## src/rtl/cp0_defs.sv

```systemverilog
// rtl/cp0_defs.sv - shared CP0 register selects, field positions and FSM state encoding
package cp0_defs;

   localparam logic [4:0] CP0_SR    = 5'd12;
   localparam logic [4:0] CP0_CAUSE = 5'd13;
   localparam logic [4:0] CP0_EPC   = 5'd14;
   localparam logic [4:0] CP0_PRID  = 5'd15;

   localparam int SR_IM_HI    = 15;
   localparam int SR_IM_LO    = 10;
   localparam int SR_EXL      = 1;
   localparam int SR_IE       = 0;
   localparam int CAUSE_IP_HI = 15;
   localparam int CAUSE_IP_LO = 10;

   typedef enum logic {
      ST_RUN = 1'b0,
      ST_SVC = 1'b1
   } cp0_state_e;

endpackage

```

## src/rtl/cp0_irq_ctrl_if.sv

```systemverilog
// rtl/cp0_irq_ctrl_if.sv - pipeline/device side signal bundle of the CP0 interrupt controller
interface cp0_irq_ctrl_if;

   logic [5:0]  HWInt;
   logic [4:0]  A1;
   logic [4:0]  A2;
   logic [31:0] DIn;
   logic        WE;
   logic [31:0] PC;
   logic        IntAck;
   logic        Eret;
   logic        IntReq;
   logic [31:0] EPC;
   logic [31:0] DOut;

   // pipeline and devices drive requests, accesses and events
   modport master (
      output HWInt, A1, A2, DIn, WE, PC, IntAck, Eret,
      input  IntReq, EPC, DOut
   );

   // CP0 consumes them and answers with IntReq, EPC and read data
   modport slave (
      input  HWInt, A1, A2, DIn, WE, PC, IntAck, Eret,
      output IntReq, EPC, DOut
   );

endinterface

```

## src/rtl/cp0_irq_sync.sv

```systemverilog
// rtl/cp0_irq_sync.sv - IP sampling register for the six hardware interrupt lines
module cp0_irq_sync (
   input  logic       clk,
   input  logic       rst_n,
   input  logic [5:0] hwint_i,
   output logic [5:0] ip_o
);

   logic [5:0] ip_d;
   logic [5:0] ip_q;

   // IP tracks the line level, no sticky latch
   always_comb begin
      ip_d = hwint_i;
   end

   // single sampling stage; a synchronizer chain can replace it for foreign clock domains
   always_ff @(posedge clk or negedge rst_n) begin
      if (!rst_n) begin
         ip_q <= '0;
      end else begin
         ip_q <= ip_d;
      end
   end

   assign ip_o = ip_q;

endmodule

```

## src/rtl/cp0_irq_ctrl.sv

```systemverilog
// rtl/cp0_irq_ctrl.sv - CP0 interrupt controller: SR/Cause/EPC/PRId, IntReq and EPC capture/return
module cp0_irq_ctrl
   import cp0_defs::*;
#(
   parameter logic [31:0] PRID_VAL  = 32'h0000_2333,
   parameter logic [31:0] EPC_RESET = 32'h0000_3000
) (
   input  logic           clk,
   input  logic           reset_n,
   cp0_irq_ctrl_if.slave  cp
);

   logic [5:0]  ip;
   logic [5:0]  im_d, im_q;
   logic        ie_d, ie_q;
   logic [31:0] epc_d, epc_q;
   cp0_state_e  state_d, state_q;
   logic        exl;
   logic        int_req;
   logic        wr_sr;
   logic        wr_epc;
   logic        unused_ok;

   cp0_irq_sync u_sync (
      .clk     (clk),
      .rst_n   (reset_n),
      .hwint_i (cp.HWInt),
      .ip_o    (ip)
   );

   // EXL is the state itself, so the two can never disagree
   assign exl     = (state_q == ST_SVC);
   assign int_req = (state_q == ST_RUN) & ie_q & (|(ip & im_q));
   assign wr_sr   = cp.WE & (cp.A2 == CP0_SR);
   assign wr_epc  = cp.WE & (cp.A2 == CP0_EPC);

   // next state: mtc0 first, then Eret, then IntAck, so later assignments take priority
   always_comb begin
      im_d    = im_q;
      ie_d    = ie_q;
      epc_d   = epc_q;
      state_d = state_q;
      if (wr_sr) begin
         im_d    = cp.DIn[SR_IM_HI:SR_IM_LO];
         ie_d    = cp.DIn[SR_IE];
         state_d = cp.DIn[SR_EXL] ? ST_SVC : ST_RUN;
      end
      if (wr_epc) begin
         epc_d = cp.DIn;
      end
      if (cp.Eret && state_q == ST_SVC) begin
         state_d = ST_RUN;
      end
      if (cp.IntAck && int_req) begin
         epc_d   = {cp.PC[31:2], 2'b00};
         state_d = ST_SVC;
      end
   end

   // SR, EPC and FSM state registers
   always_ff @(posedge clk or negedge reset_n) begin
      if (!reset_n) begin
         im_q    <= '0;
         ie_q    <= 1'b0;
         epc_q   <= EPC_RESET;
         state_q <= ST_RUN;
      end else begin
         im_q    <= im_d;
         ie_q    <= ie_d;
         epc_q   <= epc_d;
         state_q <= state_d;
      end
   end

   // mfc0 read mux, unknown selects read as zero
   always_comb begin
      cp.DOut = 32'h0;
      case (cp.A1)
         CP0_SR: begin
            cp.DOut[SR_IM_HI:SR_IM_LO] = im_q;
            cp.DOut[SR_EXL]            = exl;
            cp.DOut[SR_IE]             = ie_q;
         end
         CP0_CAUSE: cp.DOut[CAUSE_IP_HI:CAUSE_IP_LO] = ip;
         CP0_EPC:   cp.DOut = epc_q;
         CP0_PRID:  cp.DOut = PRID_VAL;
         default:   cp.DOut = 32'h0;
      endcase
   end

   assign cp.IntReq = int_req;
   assign cp.EPC    = epc_q;

   // PC low bits and unimplemented SR bits are intentionally dropped
   assign unused_ok = ^{cp.PC[1:0], cp.DIn[31:16], cp.DIn[9:2]};

endmodule

```

## src/flat_wrapper.sv

```systemverilog
// flat-port wrapper written by rule: the top's interface ports become plain ports
module cp0_irq_ctrl_flat import cp0_defs::*;
#(
   parameter logic [31:0] PRID_VAL  = 32'h0000_2333,
   parameter logic [31:0] EPC_RESET = 32'h0000_3000
)
  (clk, reset_n, cp_HWInt, cp_A1, cp_A2, cp_DIn, cp_WE, cp_PC, cp_IntAck, cp_Eret, cp_IntReq, cp_EPC, cp_DOut);
  cp0_irq_ctrl_if cp_i ();
  input  logic clk;
  input  logic reset_n;
  input wire logic [$bits(cp_i.HWInt)-1:0] cp_HWInt;
  input wire logic [$bits(cp_i.A1)-1:0] cp_A1;
  input wire logic [$bits(cp_i.A2)-1:0] cp_A2;
  input wire logic [$bits(cp_i.DIn)-1:0] cp_DIn;
  input wire logic [$bits(cp_i.WE)-1:0] cp_WE;
  input wire logic [$bits(cp_i.PC)-1:0] cp_PC;
  input wire logic [$bits(cp_i.IntAck)-1:0] cp_IntAck;
  input wire logic [$bits(cp_i.Eret)-1:0] cp_Eret;
  output wire logic [$bits(cp_i.IntReq)-1:0] cp_IntReq;
  output wire logic [$bits(cp_i.EPC)-1:0] cp_EPC;
  output wire logic [$bits(cp_i.DOut)-1:0] cp_DOut;
  assign cp_i.HWInt = cp_HWInt;
  assign cp_i.A1 = cp_A1;
  assign cp_i.A2 = cp_A2;
  assign cp_i.DIn = cp_DIn;
  assign cp_i.WE = cp_WE;
  assign cp_i.PC = cp_PC;
  assign cp_i.IntAck = cp_IntAck;
  assign cp_i.Eret = cp_Eret;
  assign cp_IntReq = cp_i.IntReq;
  assign cp_EPC = cp_i.EPC;
  assign cp_DOut = cp_i.DOut;
  cp0_irq_ctrl #(.PRID_VAL(PRID_VAL), .EPC_RESET(EPC_RESET)) u_core (.clk(clk), .reset_n(reset_n), .cp(cp_i));
endmodule
```

## config.mk

```make
export PLATFORM = sky130hd
export DESIGN_NAME = cp0_irq_ctrl_flat
export DESIGN_NICKNAME = d
export VERILOG_FILES = /design/src/rtl/cp0_defs.sv /design/src/rtl/cp0_irq_ctrl_if.sv /design/src/rtl/cp0_irq_sync.sv /design/src/rtl/cp0_irq_ctrl.sv /design/src/flat_wrapper.sv
export SDC_FILE = /design/constraint.sdc
export NUM_CORES = 1
export LEC_CHECK = 0
export BUFFER_PORTS_ARGS = -buffer_cell sky130_fd_sc_hd__buf_2
export CORE_MARGIN = 3
export CORE_UTILIZATION = 35
export CTS_BUF_LIST = sky130_fd_sc_hd__clkbuf_8
export DETAILED_ROUTE_END_ITERATION = 12
export PLACE_DENSITY_LB_ADDON = 0.15
export SETUP_SLACK_MARGIN = 0.5
export SLEW_MARGIN = 15
export SYNTH_ARGS = -nofsm -noshare
export SYNTH_HDL_FRONTEND = slang
export SYNTH_SLANG_ARGS = --single-unit
```

## constraint.sdc

```tcl
create_clock -name clk -period 2.35 [get_ports clk]
set_input_delay 0.47 -clock clk [delete_from_list [all_inputs] [get_ports clk]]
set_output_delay 0.47 -clock clk [all_outputs]
set_load 0.02 [all_outputs]
```

# Word level (Yosys, flattened, before mapping)
# Index checks and enable logic that the tools add are counted.
# W data, S select, Z words.
[op_classes]
eq_ne = 6
mux = 10
bitwise = 6
n_reduce_logical = 5
[ops]
columns = ["cell", "count"]
rows = [
  ["$mux W32", 2],
  ["$eq A5 B4 Y1 const B", 6],
  ["$pmux W6 S4", 1],
  ["$mux W16", 1],
  ["$pmux W8 S2", 1],
  ["$and A6 B6 Y6", 1],
  ["$pmux W2 S3", 1],
  ["$reduce_or A6 Y1", 1],
  ["$and A1 B1 Y1", 4],
  ["$mux W1", 4],
  ["$reduce_bool A3 Y1", 1],
  ["$logic_and A1 B1 Y1", 2],
  ["$reduce_bool A2 Y1", 1],
  ["$not A1 Y1", 1],
]
[word_totals]
regBits = 46
input_bits = 85
out_inout_bits = 65
elab_cells = 32

# Longest topological paths before layout
[depth]
word_depth = 5
mapped_depth = 5
ltp_nobuf = 3

# Hierarchy
# Synthesis repeated with hierarchy kept, for this count alone.
[unflattened]
hier_cells = 288
area_unflattened_um2 = 2730.1
[modules_own_cells]
columns = ["module", "instances", "cells_each", "area_each_um2", "seq_area_each_um2"]
rows = [
  ["cp0_irq_ctrl", 1, 282, 2580.0, 1003.5],
  ["cp0_irq_sync", 1, 6, 150.1, 150.1],
]

# Worst setup path after synthesis
# No wires, ideal clock.
[synth_timing]
kind = "input -> output"
start = "input port cp_A1[1]"
end = "output port cp_DOut[13]"
arrival_time_ps = 1377
required_time_ps = 1880
path_slack_ps = 503
cell_stages = 3
n_path_buf = 1
cell_sequence = "buf_2 nor2b_1 a211oi_1"
[synth_between]
elab_chain_cells = 2
elab_cells_between_ends = 5
cone_classes = "eq/ne (4); mux (1)"
[synth_lines]
columns = ["element", "line", "text"]
rows = [
  ["start: declaration", "flat_wrapper.sv:12", "input wire logic [$bits(cp_i.A1)-1:0] cp_A1;"],
  ["$eq A5 B4 Y1", "cp0_irq_ctrl.sv:78", "case (cp.A1)"],
  ["$pmux W6 S4 *", "cp0_irq_ctrl.sv:78", ""],
  ["end: declaration", "flat_wrapper.sv:21", "output wire logic [$bits(cp_i.DOut)-1:0] cp_DOut;"],
]
# Every way passes the cells marked *; elsewhere a longest branch is shown, timed or not.

# Final worst setup path
[layout_timing]
start = "input port cp_A1[4]"
end = "output port cp_DOut[20]"
[layout_between]
elab_chain_cells = 2
[layout_lines]
columns = ["element", "line"]
rows = [
  ["$eq A5 B4 Y1", "cp0_irq_ctrl.sv:78"],
  ["$mux W16", "cp0_irq_ctrl.sv:78"],
]
# Every way passes these cells.

==> results by group <==
Synthesis
  – Syn nets: between 300 and 400
  – Post-synth EDFFs: 0
  – Syn. warnings: 0
  – Synth Register Bits: 46
  – Post-Syn Area per Cell: between 9 and 10 µm²
  – Sequential fraction of the synthesis area: 42.3%
  – Syn Inst Count: 288
  – Mapped Area: 2730 µm²
  – Fraction of registers with async set/reset: 100%
  – Synth unique cells: 31
  – Main synth FF type: dfrtp_1

Outcome
  – Status: complete, no violations

Timing
  – Slew @ Worst Pin: 0.630 ns
  – Final hold vios: 0
  – Slew margin rel.: 58.0%
  – Final Critical Period: between 1.5 and 2 ns
  – Tcrit/Tclk final: 81.4%
  – Setup Skew: 0.00604 ns
  – Final setup fails: 0
  – Setup tns final: 0 ns
  – Fin. max-slew vios: 0
  – RSZ-0062 raised after global routing: true
  – Fmax: roughly 520 MHz

Critical path
  – CP Launch Type: primary input
  – Max incr delay on CP: 0.19 ns
  – Setup crit end kind: output port
  – Critical-path top delay cell: nand4b_1
  – CP arrival: 1.44 ns
  – Crit path max-delay family: simple AND/OR/NAND/NOR gates
  – CP Depth: 6
  – Reg2reg start: u_core.u_sync.ip_o[5]
  – Worst Path Buf+Inv: 3
  – Worst setup endpoint: cp_DOut[20]
  – Setup crit start: cp_A1[4]
  – Setup CP Type: in2out
  – Top cell by count, worst path: buf_2
  – Worst R2R Setup Slack: 0.68 ns
  – Crit Path Max Fanout: 20
  – Worst Path Required: 1.88 ns
  – Worst reg2reg endpoint: u_core.cp.EPC[27]
  – Critical-path cell list: buf_2 > nand4b_1 > nor2_1 > buf_6 > and2_1 > buf_2
  – R2R depth: 5

Cells and area
  – Antenna diode count: 0
  – Share of cells above drive strength 1: 46.3%
  – Most frequent cells in the layout: 142 x buf_2, 44 x dfrtp_1, 32 x nand3_1
  – Fin nets: 518
  – Post-Route Utilization: 50.7%
  – Commonest non-fill, non-tap cell in the layout: buf_2
  – Area growth, synth to finish: 37.5%
  – Final Cell Area: 3750 µm²

Placed design
  – PortBufs: around 150
  – Area post-placement: 3550 µm²
  – Gpl congestion: around 0.8
  – Hpwl dp: 6660 µm

Clock network
  – Clock Latency Late Sink: 0.30 ns
  – H-tree Lvls: 2
  – Reg clk slew, reported paths: about 0.09 ns
  – Hold-fix buffers, CTS: 0
  – Inserted Clock Buffers: 5
  – Clock Path Buffers: 2
  – Clock root buffer: clkbuf_8
  – CTS Sinks: 46
  – CTS tree: done

Power and ir drop
  – Sw power: 1.47 mW
  – Worst-case vdd ir drop: 0.000423 V
  – Design Power: around 3.4 mW
  – Internal: 1.97 mW
  – Pwr/cell area: 915 nW/µm²
  – Leak: about 1.7 nW
  – Share of power burned in registers: between 30% and 40%
  – Comb pwr share: 45.0%
  – Clock network power share: 15.3%
  – Sw frac: 42.7%

Min path
  – Worst hold path type: in2async

Floorplan
  – Cell row count: 31
  – Core area: 7410 µm²
  – IO Count: 150
  – Initial Util: 36.9%
  – Die H: between 90 and 100 µm
  – Die Footprint: 8900 µm²
  – Die W: 94.3 µm

GRT
  – Global Route Usage Sum: 21.0%
  – Initial antenna violation count: 0
  – Total congestion overflow: 0
  – First-pass GRT wire length: between 10,000 and 15,000 µm
  – Largest net degree at the start of global routing: 34
  – Vias in the first global route: 2,865

Route
  – Detail Route Antenna Nets: 0
  – Via Count: about 3,000
  – Drt initial violations: 161
  – # DRC: 0
  – Number of iterations in the first detailed-routing pass: 5
  – Post-DR vias/cell: 5.60
  – Total Wirelength: roughly 9500 µm
  – WL/cell: 17.9 µm

Job
  – Max cap viols: 0
-- power groups by stage --
stage | Combinational [mW] | Clock, mW | Sequential (mW)
2_1_floorplan | 0.626 | 0 | 1.67
3_3_place_gp | 1.48 | 0 | 1.37
5_1_grt | 1.67 | 0.573 | 1.41
3_5_place_dp | 1.50 | 0 | 1.38
6_report | 1.54 | 0.525 | 1.36
4_1_cts | 1.53 | 0.537 | 1.37
-- cell type report --
| class | count | area [µm²] |
|---|---|---|
| clock buffer | 6 | 82.6 |
| clock inverter | 2 | 12.5 |
| fill | 745 | 3650 |
| inverter | 2 | 7.51 |
| multi-input combinational | 207 | 1410 |
| sequential | 46 | 1150 |
| tap | 99 | 124 |
| timing repair buffer | 171 | 960 |
-- synth_stat cells, drive strengths merged (4+ instances only) --
| cell type | n | area share [%] |
|---|---|---|
| clkbuf | 9 | 1.4 |
| a21oi | 5 | 0.92 |
| a31oi | 31 | 7.1 |
| nand3 | 32 | 5.9 |
| nand2 | 4 | 0.82 |
| and2 | 20 | 4.6 |
| a311oi | 31 | 9.9 |
| mux2 | 7 | 2.9 |
| mux2i | 5 | 1.8 |
| dfrtp | 44 | 40 |
| o21ai | 35 | 6.4 |
| buf | 24 | 5.5 |
| nor2 | 16 | 2.2 |
| a2bb2oi | 5 | 1.6 |
-- state kept, by name, summed over array words and instances (netlist names) --
signal,cells
u_core.ie_q,1
u_core.u_sync.ip_o,6
u_core.cp.EPC,32
u_core.exl,1
u_core.im_q,6
-- metrics by stage --
| stage | setup slack, ns | instances | hold WS [ns] |
|---|---|---|---|
| after global routing | 0.379 | 533 | 0.211 |
| after global placement | 0.399 | 519 | 0.511 |
| after detailed placement | 0.392 | 519 | 0.529 |
| after floorplan | 0.503 | 288 | 0.174 |
| final | 0.438 | 533 | 0.174 |
| after CTS | 0.416 | 532 | 0.197 |
-- worst reg2reg max path, stage by stage, from the launching register on --
cell,delay (ns)
dfrtp_1,0.42
a22oi_4,0.26
buf_4,0.17
a31o_2,0.40
buf_12,0.21
a31oi_1,0.09
-- worst min path at each step --
stage / cells past startpoint / to / slack, ns / startpoint
6_report: 1 / u_core.u_sync.ip_o[4] / 0.17 / reset_n
5_1_grt: 1 / u_core.im_q[4] / 0.21 / reset_n
4_1_cts: 1 / u_core.cp.EPC[11] / 0.20 / reset_n
3_5_place_dp: 1 / u_core.u_sync.ip_o[4] / 0.53 / reset_n
3_3_place_gp: 1 / u_core.u_sync.ip_o[4] / 0.51 / reset_n
2_1_floorplan: 0 / u_core.cp.EPC[0] / 0.17 / reset_n
-- metal layers --
| metal | share of wire (%) | vias up | GRT usage (%) |
|---|---|---|---|
| li1 | - | 1400 | - |
| met2 | 49 | 142 | 35.3 |
| met4 | 0.82 | 0 | 5.54 |
| met5 | 0 | - | 0 |
| met3 | 8.1 | 8 | 3.45 |
| met1 | 42 | 1433 | 28.1 |
-- cells by family after synthesis --
family	after synthesis	synth area share, %
multiplexers	12	4.72
buffers and inverters	35	7.10
AO/OA/AOI/OAI	114	29.5
flip-flops	46	42.3
AND/OR/NAND/NOR	81	16.4
-- what timing repair did --
action                                  in CTS  in global routing
pin swaps                                    3                  1
gates resized for setup                      5                 12
setup buffers                                5                  1
endpoints found under the setup margin      27                 27
(Power assumes the default switching activity.)
